`src/rtl/hazard_scoreboard_pkg.sv`:
```
// Shared pipeline constants for the issue-side hazard scoreboard.
package hazard_scoreboard_pkg;

  localparam int unsigned REG_IDX_W    = 5;
  localparam int unsigned DEF_MUL_LAT  = 4;
  localparam int unsigned LOAD_USE_LAT = 1;

  typedef logic [REG_IDX_W-1:0] reg_idx_t;

  localparam reg_idx_t REG_ZERO = 5'd0;

endpackage : hazard_scoreboard_pkg

```
`src/rtl/hazard_scoreboard_if.sv`:
```
// ID-stage view of the scoreboard: decoded instruction fields in, hazard status out.
interface hazard_scoreboard_if;
  import hazard_scoreboard_pkg::*;

  logic     id_valid_i;
  reg_idx_t id_rs_i;
  reg_idx_t id_rt_i;
  logic     id_use_rs_i;
  logic     id_use_rt_i;
  reg_idx_t id_rd_i;
  logic     id_regwrite_i;
  logic     id_memread_i;
  logic     id_mul_i;
  logic     flush_i;
  logic     stall_o;
  logic     busy_o;
  logic [31:0] pending_o;

  // ID/decode side drives the instruction fields.
  modport master (
    output id_valid_i, id_rs_i, id_rt_i, id_use_rs_i, id_use_rt_i, id_rd_i,
           id_regwrite_i, id_memread_i, id_mul_i, flush_i,
    input  stall_o, busy_o, pending_o
  );

  // Scoreboard side.
  modport slave (
    input  id_valid_i, id_rs_i, id_rt_i, id_use_rs_i, id_use_rt_i, id_rd_i,
           id_regwrite_i, id_memread_i, id_mul_i, flush_i,
    output stall_o, busy_o, pending_o
  );

endinterface : hazard_scoreboard_if

```
`src/rtl/hazard_scoreboard_counter.sv`:
```
// Loadable down-counter that saturates at zero; a load takes precedence over the decrement.
module sb_counter #(
  parameter int unsigned CNT_W = 4
) (
  input  logic             clk_i,
  input  logic             rst_i,
  input  logic             load_i,
  input  logic [CNT_W-1:0] load_val_i,
  output logic [CNT_W-1:0] count_o
);

  logic [CNT_W-1:0] cnt_q;

  // Load, else count down towards zero and stay there.
  always_ff @(posedge clk_i) begin
    if (rst_i) begin
      cnt_q <= '0;
    end else if (load_i) begin
      cnt_q <= load_val_i;
    end else if (cnt_q != '0) begin
      cnt_q <= cnt_q - CNT_W'(1);
    end
  end

  assign count_o = cnt_q;

endmodule : sb_counter

```
`src/rtl/hazard_scoreboard.sv`:
```
// Issue-side hazard scoreboard: per-register "cycles until forwardable" counters plus a
// multiplier occupancy counter, with RAW/WAW/structural stall detection for the ID stage.
module hazard_scoreboard
  import hazard_scoreboard_pkg::*;
#(
  parameter int unsigned MUL_LAT = DEF_MUL_LAT,  // 1..15
  parameter int unsigned CNT_W   = 4             // 2**CNT_W must exceed MUL_LAT
) (
  input  logic                clk_i,
  input  logic                rst_i,
  hazard_scoreboard_if.slave  id_if
);

  localparam logic [CNT_W-1:0] MulLatVal  = CNT_W'(MUL_LAT);
  localparam logic [CNT_W-1:0] LoadLatVal = CNT_W'(LOAD_USE_LAT);

  logic [CNT_W-1:0] reg_cnt [1:31];
  logic [CNT_W-1:0] mul_cnt;
  logic [31:1]      load_en;
  logic [CNT_W-1:0] rd_val;
  logic [31:0]      pending;
  logic             raw_hz, waw_hz, str_hz, stall, accept, mul_load;

  for (genvar r = 1; r < 32; r++) begin : g_reg_cnt
    sb_counter #(.CNT_W(CNT_W)) u_cnt (
      .clk_i      (clk_i),
      .rst_i      (rst_i),
      .load_i     (load_en[r]),
      .load_val_i (rd_val),
      .count_o    (reg_cnt[r])
    );
  end

  sb_counter #(.CNT_W(CNT_W)) u_mul_cnt (
    .clk_i      (clk_i),
    .rst_i      (rst_i),
    .load_i     (mul_load),
    .load_val_i (MulLatVal),
    .count_o    (mul_cnt)
  );

  // Pending vector; r0 is hard-wired idle so it can never raise a hazard.
  always_comb begin
    pending = '0;
    for (int r = 1; r < 32; r++) begin
      pending[r] = (reg_cnt[r] != '0);
    end
  end

  // Hazard comparators; stall is purely combinational from state and ID fields.
  always_comb begin
    raw_hz = (id_if.id_use_rs_i && (id_if.id_rs_i != REG_ZERO) && pending[id_if.id_rs_i]) ||
             (id_if.id_use_rt_i && (id_if.id_rt_i != REG_ZERO) && pending[id_if.id_rt_i]);
    waw_hz = id_if.id_regwrite_i && (id_if.id_rd_i != REG_ZERO) && pending[id_if.id_rd_i];
    str_hz = id_if.id_mul_i && (mul_cnt != '0);
    stall  = id_if.id_valid_i && (raw_hz || waw_hz || str_hz);
    accept = id_if.id_valid_i && !stall && !id_if.flush_i;
  end

  // Accept logic; a load beats a multiply if both are flagged.
  always_comb begin
    rd_val = '0;
    if (id_if.id_memread_i) begin
      rd_val = LoadLatVal;
    end else if (id_if.id_mul_i) begin
      rd_val = MulLatVal;
    end
    mul_load = accept && id_if.id_mul_i;
    load_en  = '0;
    for (int r = 1; r < 32; r++) begin
      load_en[r] = accept && id_if.id_regwrite_i && (id_if.id_rd_i == REG_IDX_W'(r));
    end
  end

  assign id_if.stall_o   = stall;
  assign id_if.pending_o = pending;
  assign id_if.busy_o    = (pending != '0) || (mul_cnt != '0);

endmodule : hazard_scoreboard

```
`src/flat_wrapper.sv`:
```
// flat-port wrapper written by rule: the top's interface ports become plain ports
module hazard_scoreboard_flat import hazard_scoreboard_pkg::*;
#(
  parameter int unsigned MUL_LAT = DEF_MUL_LAT,          
  parameter int unsigned CNT_W   = 4                                            
)
  (clk_i, rst_i, id_if_id_valid_i, id_if_id_rs_i, id_if_id_rt_i, id_if_id_use_rs_i, id_if_id_use_rt_i, id_if_id_rd_i, id_if_id_regwrite_i, id_if_id_memread_i, id_if_id_mul_i, id_if_flush_i, id_if_stall_o, id_if_busy_o, id_if_pending_o);
  hazard_scoreboard_if id_if_i ();
  input  logic clk_i;
  input  logic rst_i;
  input wire logic [$bits(id_if_i.id_valid_i)-1:0] id_if_id_valid_i;
  input wire logic [$bits(id_if_i.id_rs_i)-1:0] id_if_id_rs_i;
  input wire logic [$bits(id_if_i.id_rt_i)-1:0] id_if_id_rt_i;
  input wire logic [$bits(id_if_i.id_use_rs_i)-1:0] id_if_id_use_rs_i;
  input wire logic [$bits(id_if_i.id_use_rt_i)-1:0] id_if_id_use_rt_i;
  input wire logic [$bits(id_if_i.id_rd_i)-1:0] id_if_id_rd_i;
  input wire logic [$bits(id_if_i.id_regwrite_i)-1:0] id_if_id_regwrite_i;
  input wire logic [$bits(id_if_i.id_memread_i)-1:0] id_if_id_memread_i;
  input wire logic [$bits(id_if_i.id_mul_i)-1:0] id_if_id_mul_i;
  input wire logic [$bits(id_if_i.flush_i)-1:0] id_if_flush_i;
  output wire logic [$bits(id_if_i.stall_o)-1:0] id_if_stall_o;
  output wire logic [$bits(id_if_i.busy_o)-1:0] id_if_busy_o;
  output wire logic [$bits(id_if_i.pending_o)-1:0] id_if_pending_o;
  assign id_if_i.id_valid_i = id_if_id_valid_i;
  assign id_if_i.id_rs_i = id_if_id_rs_i;
  assign id_if_i.id_rt_i = id_if_id_rt_i;
  assign id_if_i.id_use_rs_i = id_if_id_use_rs_i;
  assign id_if_i.id_use_rt_i = id_if_id_use_rt_i;
  assign id_if_i.id_rd_i = id_if_id_rd_i;
  assign id_if_i.id_regwrite_i = id_if_id_regwrite_i;
  assign id_if_i.id_memread_i = id_if_id_memread_i;
  assign id_if_i.id_mul_i = id_if_id_mul_i;
  assign id_if_i.flush_i = id_if_flush_i;
  assign id_if_stall_o = id_if_i.stall_o;
  assign id_if_busy_o = id_if_i.busy_o;
  assign id_if_pending_o = id_if_i.pending_o;
  hazard_scoreboard #(.MUL_LAT(MUL_LAT), .CNT_W(CNT_W)) u_core (.clk_i(clk_i), .rst_i(rst_i), .id_if(id_if_i));
endmodule
```
`config.mk`:
```
export PLATFORM = sky130hd
export DESIGN_NAME = hazard_scoreboard_flat
export DESIGN_NICKNAME = d
export VERILOG_FILES = /design/src/rtl/hazard_scoreboard_pkg.sv /design/src/rtl/hazard_scoreboard_if.sv /design/src/rtl/hazard_scoreboard_counter.sv /design/src/rtl/hazard_scoreboard.sv /design/src/flat_wrapper.sv
export SDC_FILE = /design/constraint.sdc
export NUM_CORES = 1
export LEC_CHECK = 0
export ABC_AREA = 1
export BUFFER_PORTS_ARGS = -buffer_cell sky130_fd_sc_hd__buf_2
export CAP_MARGIN = 20
export CORE_MARGIN = 4
export CORE_UTILIZATION = 30
export DETAILED_ROUTE_END_ITERATION = 8
export SYNTH_ARGS = -nofsm -noshare
export SYNTH_HDL_FRONTEND = slang
export SYNTH_SLANG_ARGS = --single-unit
```
`constraint.sdc`:
```
create_clock -name clk_i -period 2.4 [get_ports clk_i]
set_clock_uncertainty 0.1 [all_clocks]
set_input_delay 0 -clock clk_i [delete_from_list [all_inputs] [get_ports clk_i]]
set_output_delay 0 -clock clk_i [all_outputs]
set_load 0.01 [all_outputs]
```
==> results.md, run 1 <==
* Hold path start: id_if_id_memread_i
* Post-synthesis net count at between 1000 and 1500
* Maximum VDD drop at approximately 640 µV
* Critical Path Start Type: flop
* Actual slew at the worst max-slew pin at 0.598 ns
* DR vias/cell at roughly 5
* WL final at between 20000 and 30000 µm
* Sequential power share at about a fifth
* Logic pwr share at ~64%
* Total CTS buffers at 17
* Failing checks: hold timing, setup timing
* Most frequent cells in the layout: nor2_1 (226), nand2_1 (225), inv_1 (130), dfxtp_1 (120), nand3_1 (105)
* Final Critical Period at about 2.5 ns
* Crit-path max FO at 3
* Status: finished, violations left
* Bufs on Longest Clock Path at 2
* Synth area leader: dfxtp_1
* Final period utilization at 104%
* Cells after synthesis at between 1000 and 1500
* GP Congestion at 0.951
* WS Path Type: reg2out
* Setup ws final at -0.100 ns
* Setup crit end: id_if_busy_o
* Ports at 58
* DR vias at 9268
* FF-to-FF End: u_core.g_reg_cnt[10].u_cnt.count_o[0]
* CTS tree: built
* H-tree Lvls at 4
* Internal power at between 0.009 and 0.01 W
* Root Driver: clkbuf_16
* RSZ-0062 raised after global routing: true
* CP Data Required Time at 2.30 ns
* Share of the synthesized area in the top cell type at 29.4%
* Nature of the critical path endpoint: primary output
* Pwr Density at 1490 nW/µm²
* CORE AREA at 28700 µm²
* Initial antenna violation count at 2
* Pleak at 5.56 nW
* Max incr delay on CP at 0.49 ns
* CTS Sinks at 128
* Worst setup path start: u_core.g_reg_cnt[23].u_cnt.count_o[1]
* Estimated wirelength of the detail-placed design at between 20000 and 25000 µm
* First-pass GRT wire length at ~47000 µm
* Gr usage total at 18.7%
* Crit path top cell by count: buf_6
* Register area share after synthesis at 29.4%
* Starting density of the core at between 30% and 40%
* F_max at approximately 0.40 GHz
* Clock Latency Late Sink at between 0.4 and 0.5 ns
* Total grt overflow at 0
* #FFs+latches synth at between 100 and 150
* Fin util at between 40% and 50%
* Synth area leaders: dfxtp_1 (29%), nand2_1 (12%), nor2_1 (11%)
* Main synth FF type: dfxtp_1
* Iteration-0 DRC Markers at between 600 and 700
* Post-synth EDFFs at 0
* Net Sw Power at 0.00788 W
* YS warnings at 0
* Most common cell after layout, fill and taps aside: nor2_1
* Net Sw Frac at 44.4%
* FF-to-FF Start: u_core.g_reg_cnt[23].u_cnt.count_o[1]
* Worst reg-to-reg path cell count at 19
* WL/cell at roughly 16 µm
* Die width at 179 µm
* IO buf count at 56
* # nets final at 1559
* Post-synth ARST share at 0%
* Number of global-route vias before repair at roughly 8800
* Die area at ~32000 µm²
* Clk slew on worst S/H paths at roughly 0.06 ns
* Clock power share at roughly 15%
* Dpl ws at -0.159 ns
* Ratio of cells with drive above 1 in the final layout at between 30% and 40%
* # rows at between 60 and 70
* Syn Area/Cell at 6.53 µm²
* Routed Antenna Nets at 0
* CP max-delay cell: or4_4
* Pins Over Slew Limit at 0
* Number of remaining DRC errors at 0
* R2R Setup Slk at -0.10 ns
* Area growth, synth to finish at 36.1%
* DR pass1 iterations at 6
* Die Y-Extent at 179 µm
* Distinct cells, synth at 39
* Largest net degree at the start of global routing at 70
* Hold slack final at -0.00966 ns
* Arr. time, crit path at 2.40 ns
* Slew HR at between 60% and 70%
* Hold WC Path Type: in2reg
* Final Hold Vio Count at 1
* Mapped Area at 8720 µm²
* Cells along the critical path: inv_2 -> ha_4 -> nand2_4 -> buf_6 -> nor4_4 -> buf_4 -> nand4_1 -> or4_4 -> buf_6
* Final setup fails at a little under 50
* MaxCap Viol Count at 0
==> worst min path at each step <==
| stage | end | slack, ns | cells past startpoint |
|---|---|---|---|
| 2_1_floorplan | id_if_stall_o | -0.002 | 2 |
| 3_3_place_gp | id_if_stall_o | 0.19 | 4 |
| 3_5_place_dp | id_if_stall_o | 0.20 | 4 |
| 4_1_cts | u_core.g_reg_cnt[21].u_cnt.count_o[1] | 0.09 | 5 |
| 5_1_grt | u_core.g_reg_cnt[15].u_cnt.count_o[2] | 0.003 | 4 |
| 6_report | u_core.g_reg_cnt[15].u_cnt.count_o[2] | -0.01 | 4 |
==> worst max-delay path, delay by kind of cell (launching register included) <==
kind	cells	cell delay [ns]
adders and majority gates	1	0.15
and+or+nand+nor	4	0.99
buffers and inverters	4	0.50
DFF	1	0.33
==> final cells by class <==
cell class,instances,area [µm²]
clock inverters,7,135
diodes,2,5.00
multi-input cells,997,6100
fillers,3025,16800
clock buffers,23,458
inverters,175,658
repair buffers,184,1470
flip-flops and latches,128,2570
well taps,384,480
==> Yosys cell counts (10+ instances only) <==
cell and count:
nand2_1 273, nor2_1 248, inv_1 168, dfxtp_1 128, nand3_1 120, a21oi_1 76, xor2_1 52, o21ai_0 47
ha_1 32, o21ai_1 22, nand2_2 18, nand4_1 16, nand3b_1 14, nor2_4 14, clkbuf_1 12, buf_2 11
nand2_4 10, nand4_4 10, nor3_1 10
==> power groups by stage <==
stage | combinational (W) | clock, W | sequential (W)
floorplan | 0.00607 | 0 | 0.00355
global route | 0.0126 | 0.00285 | 0.00385
detailed placement | 0.00925 | 0 | 0.00367
finish | 0.0113 | 0.00272 | 0.00375
CTS | 0.0103 | 0.00275 | 0.00367
global placement | 0.00910 | 0 | 0.00366
==> metrics by stage <==
stage / TNS [ns] / instance area (µm²) / total power [W] / cells
finish: -1.80 / 11900 / 0.0177 / 1900
CTS: -1.26 / 11300 / 0.0167 / 1886
global route: -12.35 / 11900 / 0.0193 / 1900
global placement: -4.61 / 10100 / 0.0128 / 1837
detailed placement: -9.80 / 10100 / 0.0129 / 1837
floorplan: 0 / 8720 / 0.00962 / 1335
==> layer usage <==
| layer | track usage [%] | part of all wire [%] | up-vias |
|---|---|---|---|
| li1 | - | - | 4598 |
| met1 | 24.7 | 45 | 4330 |
| met2 | 29.6 | 46 | 284 |
| met3 | 4.13 | 6.5 | 56 |
| met4 | 7.16 | 3.0 | 0 |
| met5 | 0 | 0 | - |
==> cell families (layout without fill, tap and decap cells) <==
kind of cell | Yosys count | after routing | share of synthesized area [%]
AOI/OAI and AO/OA | 159 | 159 | 9.72
buffers and inverters | 210 | 389 | 10.2
xor gates and xnor gates | 55 | 55 | 5.52
DFF | 128 | 128 | 29.4
adders and majority gates | 32 | 32 | 4.59
other | 1 | 3 | 0.0430
and+or+nand+nor | 750 | 750 | 40.5
==> state kept, by name, summed over array words and instances, names as in the netlist <==
register and count:
u_core.g_reg_cnt.u_cnt.count_o 124, u_core.u_mul_cnt.count_o 4
==> what timing repair did <==
action,in CTS,in global routing
hold endpoints to repair,8,0
endpoints found under the setup margin,114,130
setup buffers,15,11
hold buffers,2,0
gates cloned,2,1
pin swaps,44,40
gates resized for setup,128,137
Note: power is estimated with default switching activity, not from simulation.
==> run 2, diff against run 1 <==
==> constraint.sdc (replaced) <==
create_clock -name clk_i -period 2.43 [get_ports clk_i]
set_clock_uncertainty 0.1 [all_clocks]
set_input_delay 0 -clock clk_i [delete_from_list [all_inputs] [get_ports clk_i]]
set_output_delay 0 -clock clk_i [all_outputs]
set_load 0.01 [all_outputs]
==> run 2 against run 1 <==
  * The flow finishes with violations (setup timing)
  * Combinational power about the same
  * Via count decreased by 1.2%
  * Setup slack improved by 0.038 ns
  * Sequential share of layout area decreased by 0.12 points
  * Cell count decreased by 0.16%
  * Hold slack improved by 0.13 ns
  * Design area increased by 0.59%
==> results.md, run 2 (synthesis gave the netlist of run 1 again) <==
* Status: finished, violations left
* Failing checks: setup timing
* Routed Antenna Nets at 0
* Worst Hold Path EP: u_core.g_reg_cnt[21].u_cnt.count_o[1]
* Gr usage total at between 10% and 20%
* Total CTS buffers at 17
* Final Critical Period at roughly 2.5 ns
* Starting density of the core at 30.4%
* WS Path Type: reg2out
* Most common cell after layout, fill and taps aside: nor2_1
* Nature of the critical path endpoint: primary output
* DR vias/cell at 4.83
* IO buf count at 56
* Initial antenna violation count at 0
* Die area at ~32000 µm²
* Total grt overflow at 0
* Clk slew on worst S/H paths at approximately 0.060 ns
* Crit-path max FO at 2
* Hold depth at 5
* RSZ-0062 raised after global routing: true
* DR vias at around 9000
* GP Congestion at 0.955
* Fill count at approximately 3000
* Max FFs per register at 124
* Most frequent cells in the layout: nor2_1 (232), nand2_1 (220), inv_1 (121), dfxtp_1 (119), nand3_1 (108)
* CP Data Required Time at ~2.3 ns
* DR pass1 iterations at 5
* Number of global-route vias before repair at 8499
* Final setup fails at 32
* WL/cell at between 15 and 20 µm
* Clock Latency Late Sink at between 0.4 and 0.5 ns
* Die width at 179 µm
* WL final at about 29000 µm
* CORE AREA at 28700 µm²
* Crit path top cell by count: buf_6
* Max incr delay on CP at between 0.4 and 0.5 ns
* Critical Path Start Type: flop
* Hold path start: id_if_id_rd_i[3]
* CP max-delay cell: or4_4
* Pwr Density at 1490 nW/µm²
* Die Y-Extent at around 180 µm
* MaxCap Viol Count at 0
* Fin util at between 40% and 50%
* CTS Sinks at 128
* Area growth, synth to finish at 36.9%
* Ratio of cells with drive above 1 in the final layout at a little under a third
* Slew HR at 57.9%
* Setup ws final at -0.0627 ns
* Dpl ws at -0.169 ns
* Hold WC Path Type: in2reg
* Maximum VDD drop at 519 µV
* Bufs on Longest Clock Path at 2
* Number of remaining DRC errors at 0
* R2R Setup Slk at -0.06 ns
* H-tree Lvls at 4
* Final period utilization at 103%
* FF-to-FF Start: u_core.g_reg_cnt[11].u_cnt.count_o[0]
* # nets final at 1556
* Actual slew at the worst max-slew pin at about 0.63 ns
* Cells along the critical path: inv_2 -> ha_4 -> nand3_4 -> buf_4 -> buf_6 -> nor4_4 -> nand4_1 -> or4_4 -> buf_6
* Estimated wirelength of the detail-placed design at 21200 µm
* Pins Over Slew Limit at 0
* Root Driver: clkbuf_16
* Antenna Cells at 0
* Hold slack final at roughly 0.12 ns
* Ports at 58
* Final Hold Vio Count at 0
* CTS tree: built
* Arr. time, crit path at around 2.4 ns
* # rows at between 60 and 70
* Worst reg-to-reg path cell count at 17
* Iteration-0 DRC Markers at ~730
* FF-to-FF End: u_core.g_reg_cnt[8].u_cnt.count_o[2]
* Largest net degree at the start of global routing at 70
* F_max at 0.401 GHz
* First-pass GRT wire length at 45200 µm
* Pleak at 5.51 nW
==> run 2: cell type report <==
type                            count  area, µm²  area share (%)
Multi-Input combinational cell    997       6110            51.2
Clock inverter                      8        150            1.26
Sequential cell                   128       2570            21.6
Inverter                          175        661            5.53
Tap cell                          384        480            4.02
Timing Repair Buffer              181       1470            12.3
Clock buffer                       24        502            4.20
==> run 2: stage by stage <==
stage	cell area [µm²]	TNS [ns]	instances	total power, W
floorplan	8720	0	1335	0.00950
global placement	10100	-1.74	1839	0.0127
detailed placement	10100	-5.98	1839	0.0128
CTS	11100	-0.0785	1877	0.0165
global route	11900	-9.76	1897	0.0193
finish	11900	-1.03	1897	0.0178
==> run 2: how the worst max path moves through the flow <==
stage                                                startpoint                                     to  slack, ns  cells past startpoint
final                      u_core.g_reg_cnt[4].u_cnt.count_o[0]                           id_if_busy_o      -0.06                      9
after global placement    u_core.g_reg_cnt[12].u_cnt.count_o[0]  u_core.g_reg_cnt[30].u_cnt.count_o[3]      -0.09                     18
after floorplan           u_core.g_reg_cnt[12].u_cnt.count_o[0]   u_core.g_reg_cnt[4].u_cnt.count_o[0]       0.13                     16
after detailed placement  u_core.g_reg_cnt[12].u_cnt.count_o[0]  u_core.g_reg_cnt[30].u_cnt.count_o[2]      -0.17                     18
after CTS                  u_core.g_reg_cnt[4].u_cnt.count_o[1]                           id_if_busy_o      -0.05                      8
after global routing       u_core.g_reg_cnt[4].u_cnt.count_o[0]   u_core.g_reg_cnt[3].u_cnt.count_o[3]      -0.19                     21
==> run 2: repair_timing <==
| action | 4_1_cts | 5_1_grt |
|---|---|---|
| hold buffers | 3 | 0 |
| gates cloned | 0 | 1 |
| gates resized for setup | 84 | 184 |
| buffers inserted | 7 | 19 |
| pin swaps | 14 | 68 |
| endpoints found under the hold margin | 9 | 0 |
| endpoints found under the setup margin | 102 | 123 |
==> run 2: layer usage <==
layer / GRT usage [%] / part of all wire, % / vias to the layer above
met2: 28.9 / 46 / 272
met4: 5.76 / 2.2 / 0
met3: 2.95 / 6.1 / 41
met5: 0 / 0 / -
met1: 24.8 / 46 / 4249
li1: - / - / 4594
==> run 2: where the power goes <==
group	switching, W	leakage [nW]	total, W	internal (W)
clock network	0.00101	0.317	0.00287	0.00186
logic	0.00619	4.13	0.0112	0.00503
registers	0.000641	1.06	0.00369	0.00305
==> run 2: worst max-delay path, delay by kind of cell, from the launching register on <==
kind	cells	cell delay [ns]
flip-flops	1	0.32
adder cells (fa/ha/maj)	1	0.15
buffers and inverters	4	0.46
AND/OR/NAND/NOR	4	1.03
